### src/rtl/multicycle_ctrl.sv
// Multi-cycle sequencer for the reduced RV32I datapath (addi, lw, bne).
// Steps each instruction through FETCH/DECODE/EXEC/MEM/WB with timed memory handshakes.

module multicycle_ctrl_chk (
  input logic       clk,
  input logic       rst,
  input logic       imem_req,
  input logic       dmem_req,
  input logic       RegWrite,
  input logic       PCWrite,
  input logic       PCsrc,
  input logic       halted,
  input logic       trap,
  input logic [1:0] trap_cause
);

  // Memory ports are never requested together; parked states drive nothing.
  a_one_req: assert property (@(posedge clk) disable iff (rst) !(imem_req && dmem_req));
  a_parked_quiet: assert property (@(posedge clk) disable iff (rst)
    (halted || trap) |-> !(RegWrite || PCWrite || imem_req || dmem_req));
  a_halt_trap_excl: assert property (@(posedge clk) disable iff (rst) !(halted && trap));
  a_cause_valid: assert property (@(posedge clk) disable iff (rst) trap == (trap_cause != 2'b00));
  a_wb_seq_pc: assert property (@(posedge clk) disable iff (rst) RegWrite |-> (PCWrite && !PCsrc));

endmodule

module multicycle_ctrl #(
  parameter int DATA_WIDTH  = 32,
  parameter int CNT_WIDTH   = 32,
  parameter int MEM_TIMEOUT = 64
) (
  input  logic                  clk,
  input  logic                  rst,
  input  logic                  run,
  input  logic [DATA_WIDTH-1:0] instr_in,
  input  logic                  imem_ready,
  input  logic                  dmem_ready,
  input  logic                  EQ,
  output logic [DATA_WIDTH-1:0] ir,
  output logic                  imem_req,
  output logic                  dmem_req,
  output logic                  PCWrite,
  output logic                  PCsrc,
  output logic                  RegWrite,
  output logic                  ALUsrc,
  output logic [2:0]            ALUctrl,
  output logic [1:0]            ImmSrc,
  output logic                  ResultSrc,
  output logic [CNT_WIDTH-1:0]  instret,
  output logic                  halted,
  output logic                  trap,
  output logic [1:0]            trap_cause
);

  typedef enum logic [3:0] {
    S_IDLE   = 4'd0,
    S_FETCH  = 4'd1,
    S_DECODE = 4'd2,
    S_EXEC   = 4'd3,
    S_MEM    = 4'd4,
    S_WB     = 4'd5,
    S_BRANCH = 4'd6,
    S_HALT   = 4'd7,
    S_TRAP   = 4'd8
  } state_t;

  localparam logic [7:0] WAIT_LAST    = 8'(MEM_TIMEOUT - 1);
  localparam logic [2:0] ALU_ADD      = 3'b000;
  localparam logic [2:0] ALU_SUB      = 3'b001;
  localparam logic [1:0] IMM_I        = 2'b00;
  localparam logic [1:0] IMM_B        = 2'b01;
  localparam logic [1:0] CAUSE_IMEM   = 2'b01;
  localparam logic [1:0] CAUSE_ILLEGAL = 2'b10;
  localparam logic [1:0] CAUSE_DMEM   = 2'b11;

  state_t      state;
  state_t      next_state;
  logic [7:0]  wait_cnt;
  logic [1:0]  cause_next;
  logic        is_addi;
  logic        is_lw;
  logic        is_bne;
  logic        b_imm_zero;
  logic        wait_timeout;
  logic        branch_halt;

  // Instruction classification from the latched instruction word.
  always_comb begin
    is_addi    = (ir[6:0] == 7'b0010011) && (ir[14:12] == 3'b000);
    is_lw      = (ir[6:0] == 7'b0000011) && (ir[14:12] == 3'b010);
    is_bne     = (ir[6:0] == 7'b1100011) && (ir[14:12] == 3'b001);
    b_imm_zero = ({ir[31], ir[7], ir[30:25], ir[11:8]} == 12'd0);
    wait_timeout = (wait_cnt == WAIT_LAST);
    // A taken branch onto itself is the halt idiom; PC is left alone.
    branch_halt = !EQ && b_imm_zero;
  end

  // State, instruction, wait counter, retire counter and trap cause.
  always_ff @(posedge clk) begin
    if (rst) begin
      state      <= S_IDLE;
      ir         <= {DATA_WIDTH{1'b0}};
      wait_cnt   <= 8'd0;
      instret    <= {CNT_WIDTH{1'b0}};
      trap_cause <= 2'b00;
    end else begin
      state <= next_state;
      if (state == S_FETCH && imem_ready) begin
        ir <= instr_in;
      end
      if ((state == S_FETCH && !imem_ready) || (state == S_MEM && !dmem_ready)) begin
        wait_cnt <= wait_cnt + 8'd1;
      end else begin
        wait_cnt <= 8'd0;
      end
      if (state == S_WB || state == S_BRANCH) begin
        instret <= instret + CNT_WIDTH'(1);
      end
      if (state != S_TRAP && next_state == S_TRAP) begin
        trap_cause <= cause_next;
      end
    end
  end

  // Next-state selection.
  always_comb begin
    next_state = state;
    cause_next = 2'b00;
    case (state)
      S_IDLE: begin
        if (run) next_state = S_FETCH;
        else     next_state = S_IDLE;
      end
      S_FETCH: begin
        if (imem_ready) begin
          next_state = S_DECODE;
        end else if (wait_timeout) begin
          next_state = S_TRAP;
          cause_next = CAUSE_IMEM;
        end else begin
          next_state = S_FETCH;
        end
      end
      S_DECODE: begin
        if (is_addi || is_lw) begin
          next_state = S_EXEC;
        end else if (is_bne) begin
          next_state = S_BRANCH;
        end else begin
          next_state = S_TRAP;
          cause_next = CAUSE_ILLEGAL;
        end
      end
      S_EXEC: begin
        if (is_lw) next_state = S_MEM;
        else       next_state = S_WB;
      end
      S_MEM: begin
        if (dmem_ready) begin
          next_state = S_WB;
        end else if (wait_timeout) begin
          next_state = S_TRAP;
          cause_next = CAUSE_DMEM;
        end else begin
          next_state = S_MEM;
        end
      end
      S_WB: begin
        if (run) next_state = S_FETCH;
        else     next_state = S_IDLE;
      end
      S_BRANCH: begin
        if (branch_halt) next_state = S_HALT;
        else if (run)    next_state = S_FETCH;
        else             next_state = S_IDLE;
      end
      S_HALT:  next_state = S_HALT;
      S_TRAP:  next_state = S_TRAP;
      default: next_state = S_IDLE;
    endcase
  end

  // Moore strobe decode; WB keeps the ALU operands so the addi result stays valid.
  always_comb begin
    imem_req  = 1'b0;
    dmem_req  = 1'b0;
    PCWrite   = 1'b0;
    PCsrc     = 1'b0;
    RegWrite  = 1'b0;
    ALUsrc    = 1'b0;
    ALUctrl   = ALU_ADD;
    ImmSrc    = IMM_I;
    ResultSrc = 1'b0;
    halted    = (state == S_HALT);
    trap      = (state == S_TRAP);
    case (state)
      S_FETCH: imem_req = 1'b1;
      S_EXEC: begin
        ALUsrc  = 1'b1;
        ALUctrl = ALU_ADD;
        ImmSrc  = IMM_I;
      end
      S_MEM: begin
        dmem_req = 1'b1;
        ALUsrc   = 1'b1;
        ALUctrl  = ALU_ADD;
      end
      S_WB: begin
        RegWrite  = 1'b1;
        ResultSrc = is_lw;
        PCWrite   = 1'b1;
        PCsrc     = 1'b0;
        ALUsrc    = 1'b1;
      end
      S_BRANCH: begin
        ALUsrc  = 1'b0;
        ALUctrl = ALU_SUB;
        ImmSrc  = IMM_B;
        PCsrc   = ~EQ;
        PCWrite = ~branch_halt;
      end
      default: begin
        imem_req = 1'b0;
      end
    endcase
  end

  multicycle_ctrl_chk u_chk (
    .clk        (clk),
    .rst        (rst),
    .imem_req   (imem_req),
    .dmem_req   (dmem_req),
    .RegWrite   (RegWrite),
    .PCWrite    (PCWrite),
    .PCsrc      (PCsrc),
    .halted     (halted),
    .trap       (trap),
    .trap_cause (trap_cause)
  );

endmodule

### config.mk
export PLATFORM = sky130hd
export DESIGN_NAME = multicycle_ctrl
export DESIGN_NICKNAME = d
export VERILOG_FILES = /design/src/rtl/multicycle_ctrl.sv
export SDC_FILE = /design/constraint.sdc
export NUM_CORES = 1
export LEC_CHECK = 0
export CELL_PAD_IN_SITES_DETAIL_PLACEMENT = 2
export CELL_PAD_IN_SITES_GLOBAL_PLACEMENT = 2
export CORE_UTILIZATION = 23
export DETAILED_ROUTE_END_ITERATION = 10
export PLACE_DENSITY_LB_ADDON = 0.1
export SETUP_SLACK_MARGIN = 0.1
export SLEW_MARGIN = 40
export SYNTH_ARGS = -nofsm -noshare
export SYNTH_HDL_FRONTEND = slang
export SYNTH_HIERARCHICAL = 1
export SYNTH_SLANG_ARGS = --single-unit
### constraint.sdc
create_clock -name clk -period 2 [get_ports clk]
set_input_delay 0.3 -clock clk [delete_from_list [all_inputs] [get_ports clk]]
set_output_delay 0.3 -clock clk [all_outputs]
set_load 0.02 [all_outputs]
==> flow_metrics.env, run 1 <==
export IMPL_wirelength_um=13200
export IMPL_avgSynthCellArea_sq_um=8.07
export IMPL_path_class="register to register"
export IMPL_die_w_um=129
export IMPL_cts_buffers=9
export IMPL_fillers=1734
export IMPL_grt_max_degree=46
export IMPL_cp_end_kind="register"
export IMPL_ys_seq_area_frac=0.423
export IMPL_io_pins=118
export IMPL_min_from="rst"
export IMPL_rsz0062_at_grt="true"
export IMPL_drtAntennaViolNets=0
export IMPL_p_per_area_nw_per_um2=595
export IMPL_final_core_util=0.383
export IMPL_num_rows=45
export IMPL_clock_root_buffer="clkbuf_16"
export IMPL_clk_pin_slew_ns=0.06
export IMPL_final_area_sq_um=5910
export IMPL_synth_common_cells="81 x nand2_1, 78 x dfxtp_1, 42 x a21oi_1"
export IMPL_initial_core_util=0.239
export IMPL_numPlacedInstances=790
export IMPL_grt_pass1_wl_um=21500
export IMPL_maxCapViolCount=0
export IMPL_vdd_drop_max_mv=0.422
export IMPL_ys_ff_latch=78
export IMPL_drc=0
export IMPL_yosys_area_top_type_share=0.423
export IMPL_placed_cell_area_sq_um=5380
export IMPL_finalCriticalPeriod_ns=1.91
export IMPL_drtPass1Iterations=3
export IMPL_grtUsageTotal=0.168
export IMPL_slew_viol_final=0
export IMPL_gp_congestion=0.754
export IMPL_finalSetupViolations=0
export IMPL_syn2layout_area_growth_pct=60.2
export IMPL_arrival_ns=2.13
export IMPL_yosys_warnings=6
export IMPL_r2r_start="instret[17]"
export IMPL_setup_slack_ns=0.0863
export IMPL_drive_above_1_share=0.212
export IMPL_syn_inst=457
export IMPL_synth_flop_cell="dfxtp_1"
export IMPL_startpoint="instret[17]"
export IMPL_final_cell_count_no_fill=810
export IMPL_drt_wirelength_per_cell_um=16.3
export IMPL_start_kind="register"
export IMPL_cts_tree="built"
export IMPL_totalPowerFinal_mw=3.51
export IMPL_synthArstFlopShare=0
export IMPL_place_ws_ns=-0.102
export IMPL_max_freq_ghz=0.523
export IMPL_status="complete, no violations"
export IMPL_clkLatencyLatePin_ns=0.34
export IMPL_worstHoldPathType="input pin to register"
export IMPL_drtIter0Drc=118
export IMPL_vias=3851
export IMPL_fin_skew_ns=0.00548
export IMPL_synth_area_leaders="dfxtp_1 42%, nand2_1 8.2%, a21oi_1 5.7%"
export IMPL_synth_top_area_cell="dfxtp_1"
export IMPL_leakagePower_nw=2.16
export IMPL_diodes=0
export IMPL_place_hpwl_um=9700
export IMPL_grt_pass1_vias=4263
export IMPL_clockBufferDepth=2
export IMPL_grt_overflow=0
export IMPL_io_buffers=114
export IMPL_core_area_sq_um=15400
export IMPL_via_per_inst=4.75
export IMPL_cp_data_required_time_ns=2.22
export IMPL_synth_edf_count=0
export IMPL_htreeDepth=3
export IMPL_fin_nets=635
export IMPL_dieArea_sq_um=16500
export IMPL_synth_distinct_cells=47
export IMPL_cts_sinks=78
export IMPL_synth_most_common_cell="nand2_1"
export IMPL_hold_viol=0
export IMPL_fin_tns_setup_ns=0
export IMPL_antenna_found_initial=0
export IMPL_whs_ns=0.375
export IMPL_critPathMaxFanout=6
export IMPL_final_period_utilization=0.957
export IMPL_dieHeight_um=129
export IMPL_synthesis_area_sq_um=3690
[final cells by class]
cell class	instances	area, sq um	share of cell area
Multi-Input combinational cell	335	2220	0.376
Sequential cell	78	1610	0.272
Timing Repair Buffer	159	1520	0.257
Tap cell	211	264	0.0447
Clock buffer	13	240	0.0407
Inverter	12	45.0	0.00763
Clock inverter	2	10.0	0.00169
[final timing paths]
path	slack (ns)	cells past startpoint	endpoint
worst min-delay path	0.37	2	ir[1]
worst max-delay path	0.09	5	instret[25]
worst max register to register	0.09	5	instret[25]
worst min register to register	0.46	1	wait_cnt[0]
[worst max-delay path, cell delays in order, from the launching register on]
cell	delay [ns]
dfxtp_4	0.34
nand4_1	0.15
or4_4	0.54
buf_6	0.17
nor4b_2	0.26
mux2_1	0.34
[kinds of logic (layout without fill, tap and decap cells)]
group | after synthesis | in the layout | synth area share
xor+xnor | 14 | 14 | 0.0333
fa+ha+maj | 2 | 2 | 0.00679
simple gates | 229 | 229 | 0.317
mux | 16 | 16 | 0.0489
flops | 78 | 78 | 0.423
compound gates | 71 | 71 | 0.116
other cells | 1 | 3 | 0.00102
buf+inv | 46 | 186 | 0.0540
[timing repair]
| action | CTS | global route |
|---|---|---|
| hold buffers | 0 | 0 |
| resized for setup | 63 | 25 |
| setup buffers | 4 | 1 |
| gates cloned | 1 | 0 |
| pin swaps | 4 | 6 |
| endpoints found under the setup margin | 25 | 31 |
[registers in the layout (all words and copies together) (netlist names)]
| register | flops |
|---|---|
| instret | 32 |
| ir | 32 |
| wait_cnt | 8 |
| state | 4 |
| trap_cause | 2 |
[cell usage in the layout (no fill, tap or decap), drive strengths merged, types with 2 or more instances in the layout]
cell and instances:
a21oi 42, a31oi 4, a41o 2, and2 4, and3b 2, and4 5, buf 50, clkbuf 14
clkdlybuf4s15 4, clkdlybuf4s50 102, clkinv 2, conb 3, dfxtp 78, dlygate4sd2 2, ha 2, inv 12
mux2 16, nand2 81, nand2b 3, nand3 14, nand4 9, nor2 40, nor2b 16, nor3 6
nor3b 5, nor4 23, nor4b 5, o21a 2, o21ai 6, o31ai 6, or2 2, or3 4
or4 7, xnor2 11, xor2 3
[power by group]
| part | total (mW) | leakage (nW) | switching (mW) | internal [mW] |
|---|---|---|---|---|
| clock | 1.45 | 0.123 | 0.618 | 0.831 |
| sequential | 1.61 | 0.643 | 0.0302 | 1.58 |
| combinational | 0.455 | 1.39 | 0.227 | 0.228 |
[routing by layer]
| metal | global-route usage | vias to the layer above | share of wire |
|---|---|---|---|
| met3 | 0.0391 | 11 | 0.043 |
| met2 | 0.300 | 66 | 0.50 |
| met1 | 0.193 | 1914 | 0.44 |
| met4 | 0.0644 | 0 | 0.016 |
| met5 | 0 | - | 0 |
| li1 | - | 1860 | - |
Power figures use the tool's default switching activity.
==> inputs of run 2 (changes only) <==
==> constraint.sdc (replaced) <==
create_clock -name clk -period 2 [get_ports clk]
set_input_delay 0.5 -clock clk [delete_from_list [all_inputs] [get_ports clk]]
set_output_delay 0.5 -clock clk [all_outputs]
set_load 0.02 [all_outputs]
==> flow_metrics.env, run 2 (synthesis gave the netlist of run 1 again) <==
export IMPL_cpLargestDelayFamily="simple AND/OR/NAND/NOR gates"
export IMPL_final_cell_count_no_fill=837
export IMPL_setup_slack_ns=-0.0263
export IMPL_diodes=0
export IMPL_initial_core_util=0.239
export IMPL_drtAntennaViolNets=0
export IMPL_final_period_utilization=1.01
export IMPL_cp_data_required_time_ns=1.50
export IMPL_cts_sinks=78
export IMPL_most_common_layout_cells="80 x nand2_1, 68 x clkdlybuf4s50_1, 66 x buf_4"
export IMPL_grt_use_met1=0.196
export IMPL_place_hpwl_um=9770
export IMPL_reg_top3="instret: 32 flops, ir: 32 flops, wait_cnt: 8 flops"
export IMPL_gp_congestion=0.766
export IMPL_p_per_area_nw_per_um2=566
export IMPL_drc=0
export IMPL_swShare=0.252
export IMPL_met3_usage=0.0403
export IMPL_power_frac_seq=0.447
export IMPL_cts_buffers=9
export IMPL_grt_max_degree=38
export IMPL_start_kind="input pin"
export IMPL_placed_cell_area_sq_um=5480
export IMPL_path_cells="dlygate4sd2_1 > nor4_1 > nand4_1 > o21a_1 > buf_6"
export IMPL_grt_pass1_wl_um=21700
export IMPL_cts_tree="built"
export IMPL_dieHeight_um=129
export IMPL_critPathMaxFanout=2
export IMPL_switchingPower_mw=0.908
export IMPL_core_area_sq_um=15400
export IMPL_syn2layout_area_growth_pct=72.5
export IMPL_path_class="input pin to output port"
export IMPL_violations="negative setup slack"
export IMPL_slew_viol_final=0
export IMPL_hold_viol=0
export IMPL_clockBufferDepth=2
export IMPL_path_buf_inv=2
export IMPL_drt_wirelength_per_cell_um=16.6
export IMPL_final_area_sq_um=6360
export IMPL_worstHoldPathType="register to register"
export IMPL_slowest_delay_ns=0.26
export IMPL_io_pins=118
export IMPL_internal_power_mw=2.69
export IMPL_whs_ns=0.454
export IMPL_arrival_ns=1.53
export IMPL_drive_above_1_share=0.296
export IMPL_layout_cells_most_common="nand2_1"
export IMPL_met2_usage=0.302
export IMPL_leakagePower_nw=2.74
export IMPL_dieArea_sq_um=16500
export IMPL_antenna_found_initial=0
export IMPL_via_per_inst=4.71
export IMPL_clockPowerShare=0.416
export IMPL_htreeDepth=3
export IMPL_fin_nets=662
export IMPL_wirelength_um=13900
export IMPL_finalSetupViolations=1
export IMPL_status="finished with violations"
export IMPL_rsz0062_at_grt="true"
export IMPL_comb_power_share=0.138
export IMPL_vdd_drop_max_mv=0.366
export IMPL_drtPass1Iterations=4
export IMPL_maxCapViolCount=0
export IMPL_grtUsageTotal=0.169
export IMPL_num_rows=45
export IMPL_clk_pin_slew_ns=0.06
export IMPL_busiest_layer="met2"
export IMPL_final_core_util=0.412
export IMPL_die_w_um=129
export IMPL_vias=3939
export IMPL_fin_skew_ns=0.00803
export IMPL_place_ws_ns=-0.483
export IMPL_slowest_stage="dlygate4sd2_1"
export IMPL_drtIter0Drc=93
export IMPL_grt_pass1_vias=4235
export IMPL_io_buffers=114
export IMPL_cp_end_kind="output port"
export IMPL_clkLatencyLatePin_ns=0.34
export IMPL_grt_overflow=0
export IMPL_numPlacedInstances=805
export IMPL_max_freq_ghz=0.494
export IMPL_finalCriticalPeriod_ns=2.03
export IMPL_clock_root_buffer="clkbuf_16"
-- run 2: power groups by stage --
stage | Combinational, mW | Sequential, mW | Clock (mW)
detailed placement | 0.464 | 1.64 | 0
CTS | 0.482 | 1.60 | 1.56
floorplan | 0.169 | 1.67 | 0
global placement | 0.456 | 1.64 | 0
global route | 0.536 | 1.61 | 1.61
finish | 0.495 | 1.61 | 1.50
-- run 2: metal layers --
layer,routed length (um),vias up
li1,-,1918
met1,5940,1945
met2,7140,67
met3,618,9
met4,167,0
met5,0,-
-- run 2: worst paths after layout --
kind                               start          end  slack, ns  cells after the start
worst max-delay path                  EQ      PCWrite      -0.03                      5
worst min-delay path              ir[16]       ir[16]       0.45                      2
worst max register to register  state[3]  instret[11]       0.01                      7
worst min register to register    ir[16]       ir[16]       0.45                      2
-- run 2: area by class of cell --
cell class	count	area (sq um)
Sequential cell	78	1610
Clock inverter	2	10.0
Multi-Input combinational cell	335	2410
Clock buffer	13	250
Timing Repair Buffer	186	1770
Tap cell	211	264
Fill cell	1706	9070
Inverter	12	45.0
-- run 2: metrics by stage --
stage	TNS, ns	power (mW)
global placement	-1.27	2.09
CTS	-0.0609	3.65
floorplan	0	1.84
global route	-0.228	3.76
finish	-0.0263	3.60
detailed placement	-1.87	2.10
-- run 2: timing repair --
action                                  CTS  global route
hold buffers                              0             0
endpoints found under the setup margin   55            42
resized for setup                       144            59
buffers inserted                          9             6
gates cloned                              2             0
pin swaps                                22            16
-- run 2: worst min-delay path: stages (launching register included) --
cell,delay [ns]
dfxtp_1,0.30
nand2_1,0.05
a21oi_1,0.05
==> inputs of run 3 (changes only) <==
--- a/config.mk
+++ b/config.mk
@@ -5,9 +5,10 @@
 export SDC_FILE = /design/constraint.sdc
 export NUM_CORES = 1
 export LEC_CHECK = 0
+export ABC_AREA = 1
 export CELL_PAD_IN_SITES_DETAIL_PLACEMENT = 2
 export CELL_PAD_IN_SITES_GLOBAL_PLACEMENT = 2
-export CORE_UTILIZATION = 23
+export CORE_UTILIZATION = 22
 export DETAILED_ROUTE_END_ITERATION = 10
 export PLACE_DENSITY_LB_ADDON = 0.1
 export SETUP_SLACK_MARGIN = 0.1
@@ -16,3 +17,4 @@
 export SYNTH_HDL_FRONTEND = slang
 export SYNTH_HIERARCHICAL = 1
 export SYNTH_SLANG_ARGS = --single-unit
+export TNS_END_PERCENT = 5
==> flow_metrics.env, run 3 <==
export IMPL_drtAntennaViolNets=0
export IMPL_final_period_utilization=0.968
export IMPL_core_area_sq_um=18000
export IMPL_synth_most_common_cell="nand2_1"
export IMPL_maxCapViolCount=0
export IMPL_arrival_ns=1.44
export IMPL_slew_viol_final=0
export IMPL_grt_use_met1=0.188
export IMPL_finalCriticalPeriod_ns=1.94
export IMPL_cpMostUsedCell="buf_4"
export IMPL_layout_cells_most_common="nand2_1"
export IMPL_totalPowerFinal_mw=3.91
export IMPL_grtUsageTotal=0.181
export IMPL_grt_max_degree=44
export IMPL_cts_buffers=9
export IMPL_clockBufferDepth=2
export IMPL_synth_edf_count=0
export IMPL_place_ws_ns=-0.443
export IMPL_min_from="wait_cnt[0]"
export IMPL_avgSynthCellArea_sq_um=6.47
export IMPL_synth_xor_area_frac=0.0173
export IMPL_synth_compound_area_frac=0.114
export IMPL_p_per_area_nw_per_um2=641
export IMPL_synth_flop_cell="dfxtp_1"
export IMPL_synthMuxAreaShare=0
export IMPL_grt_pass1_vias=5003
export IMPL_synth_simple_gate_area_frac=0.379
export IMPL_dieHeight_um=138
export IMPL_initial_core_util=0.225
export IMPL_setup_slack_ns=0.0635
export IMPL_die_w_um=138
export IMPL_leakagePower_nw=2.68
export IMPL_diodes=0
export IMPL_synthArstFlopShare=0
export IMPL_cts_sinks=78
export IMPL_ys_ff_latch=78
export IMPL_antenna_found_initial=0
export IMPL_drive_above_1_share=0.150
export IMPL_via_per_inst=4.60
export IMPL_path_cells="nor2_1 > buf_4 > nand3_1 > nor2_2 > a31oi_2 > buf_4"
export IMPL_met3_usage=0.0563
export IMPL_synth_distinct_cells=34
export IMPL_synth_area_leaders="dfxtp_1 39%, nand2_1 16%, nor2_1 8.1%"
export IMPL_htreeDepth=3
export IMPL_gp_congestion=0.785
export IMPL_r2r_start="state[3]"
export IMPL_timing_critical_path_to="PCWrite"
export IMPL_final_core_util=0.338
export IMPL_r2r_cells=13
export IMPL_fin_nets=809
export IMPL_grt_pass1_wl_um=26100
export IMPL_busiest_layer="met2"
export IMPL_clock_root_buffer="clkbuf_16"
export IMPL_clkLatencyLatePin_ns=0.35
export IMPL_slowest_stage="dfxtp_1"
export IMPL_cp_data_required_time_ns=1.50
export IMPL_cp_end_kind="output port"
export IMPL_syn_inst=626
export IMPL_start_kind="register"
export IMPL_critPathMaxFanout=3
export IMPL_synthesis_area_sq_um=4050
export IMPL_drc=0
export IMPL_ys_seq_area_frac=0.385
export IMPL_worstMarginPinSlew_ns=0.569
export IMPL_synth_common_cells="177 x nand2_1, 87 x nor2_1, 78 x dfxtp_1"
export IMPL_worstHoldPathType="register to register"
export IMPL_syn2layout_area_growth_pct=50.4
export IMPL_max_freq_ghz=0.516
export IMPL_yosys_area_top_type_share=0.385
export IMPL_slowest_delay_ns=0.33
export IMPL_yosys_warnings=6
export IMPL_finalSetupViolations=0
export IMPL_synth_top_family_by_area="simple AND/OR/NAND/NOR gates"
export IMPL_place_hpwl_um=12500
export IMPL_drtPass1Iterations=4
export IMPL_drtIter0Drc=103
export IMPL_dieArea_sq_um=19000
export IMPL_io_buffers=114
export IMPL_grt_overflow=0
export IMPL_clk_pin_slew_ns=0.06
export IMPL_reg_top3="instret: 32 flops, ir: 32 flops, wait_cnt: 8 flops"
export IMPL_timing_rr_end="state[2]"
export IMPL_whs_ns=0.458
export IMPL_vdd_drop_max_mv=0.379
export IMPL_drt_wirelength_per_cell_um=16.5
export IMPL_path_class="register to output port"
export IMPL_vias=4610
export IMPL_cts_tree="built"
export IMPL_wirelength_um=16500
export IMPL_fin_skew_ns=0.00676
export IMPL_io_pins=118
export IMPL_num_rows=49
export IMPL_status="complete, no violations"
export IMPL_fin_tns_setup_ns=0
export IMPL_slew_limit_headroom=0.621
export IMPL_startpoint="ir[26]"
export IMPL_hold_viol=0
export IMPL_rsz0062_at_grt="true"
export IMPL_most_common_layout_cells="175 x nand2_1, 81 x nor2_1, 73 x dfxtp_1"
export IMPL_synth_top_area_cell="dfxtp_1"
export IMPL_reg2reg_slack_ns=0.23
export IMPL_met2_usage=0.352
export IMPL_synthAdderAreaFrac=0.00618
run 3: cell types whose count changed in the layout (fill, tap and decap cells not counted), sizes merged, moves of 8 or more:
cell | before | now
nor2 | 40 | 97
mux2 | 16 | 0
nor2b | 16 | 0
nand2 | 81 | 184
xnor2 | 11 | 1
clkdlybuf4s50 | 68 | 60
a21oi | 42 | 65
buf | 84 | 52
nor4 | 23 | 3
o21ai | 6 | 23
inv | 12 | 65
nand3 | 14 | 54
run 3: kinds of logic (layout without fill, tap and decap cells):
logic type                 after synthesis  in the layout
other                                    1              3
xor gates and xnor gates                 8              8
AOI/OAI and AO/OA                       91             91
and+or+nand+nor                        355            355
DFF                                     78             78
buffers and inverters                   91            237
adders and majority gates                2              2
run 3: area by class of cell:
type                       instances  area, sq um
tap                              229          287
multi-input combinational        459         2190
timing repair buffer             155         1460
clock buffer                      14          284
fill                            2168        11900
sequential                        78         1580
clock inverter                     2         37.5
inverter                          66          255
run 3: routing by layer:
layer,wire [um],share of wire
met1,6570,0.40
met2,8990,0.55
met5,0,0
met4,159,0.0096
met3,773,0.047
run 3: power by group:
group          leakage (nW)  internal [mW]  total, mW  switching (mW)
combinational          1.89          0.222      0.488           0.266
sequential            0.634           1.59       1.62          0.0289
clock                 0.155           1.11       1.80           0.693
run 3: critical path, delay by kind of cell, from the launching register on:
kind	cells	cell delay, ns
buf+inv	2	0.30
compound gates	1	0.10
simple gates	3	0.36
flops	1	0.33
run 3: worst min path at each step:
stage / slack (ns) / cells after the start / end
5_1_grt: 0.47 / 1 / wait_cnt[0]
3_3_place_gp: 0.43 / 1 / wait_cnt[0]
2_1_floorplan: 0.42 / 1 / wait_cnt[0]
3_5_place_dp: 0.45 / 1 / wait_cnt[0]
6_report: 0.46 / 1 / wait_cnt[0]
4_1_cts: 0.46 / 1 / wait_cnt[0]
run 3: stage by stage:
| stage | cells | area (sq um) |
|---|---|---|
| CTS | 1002 | 5970 |
| global placement | 980 | 5620 |
| finish | 1003 | 6090 |
| floorplan | 628 | 4070 |
| detailed placement | 980 | 5620 |
| global route | 1003 | 6090 |
run 3: what timing repair did:
action	4_1_cts	5_1_grt
endpoints found under the setup margin	57	62
setup buffers	6	1
hold buffers	0	0
pin swaps	2	7
resized for setup	83	53
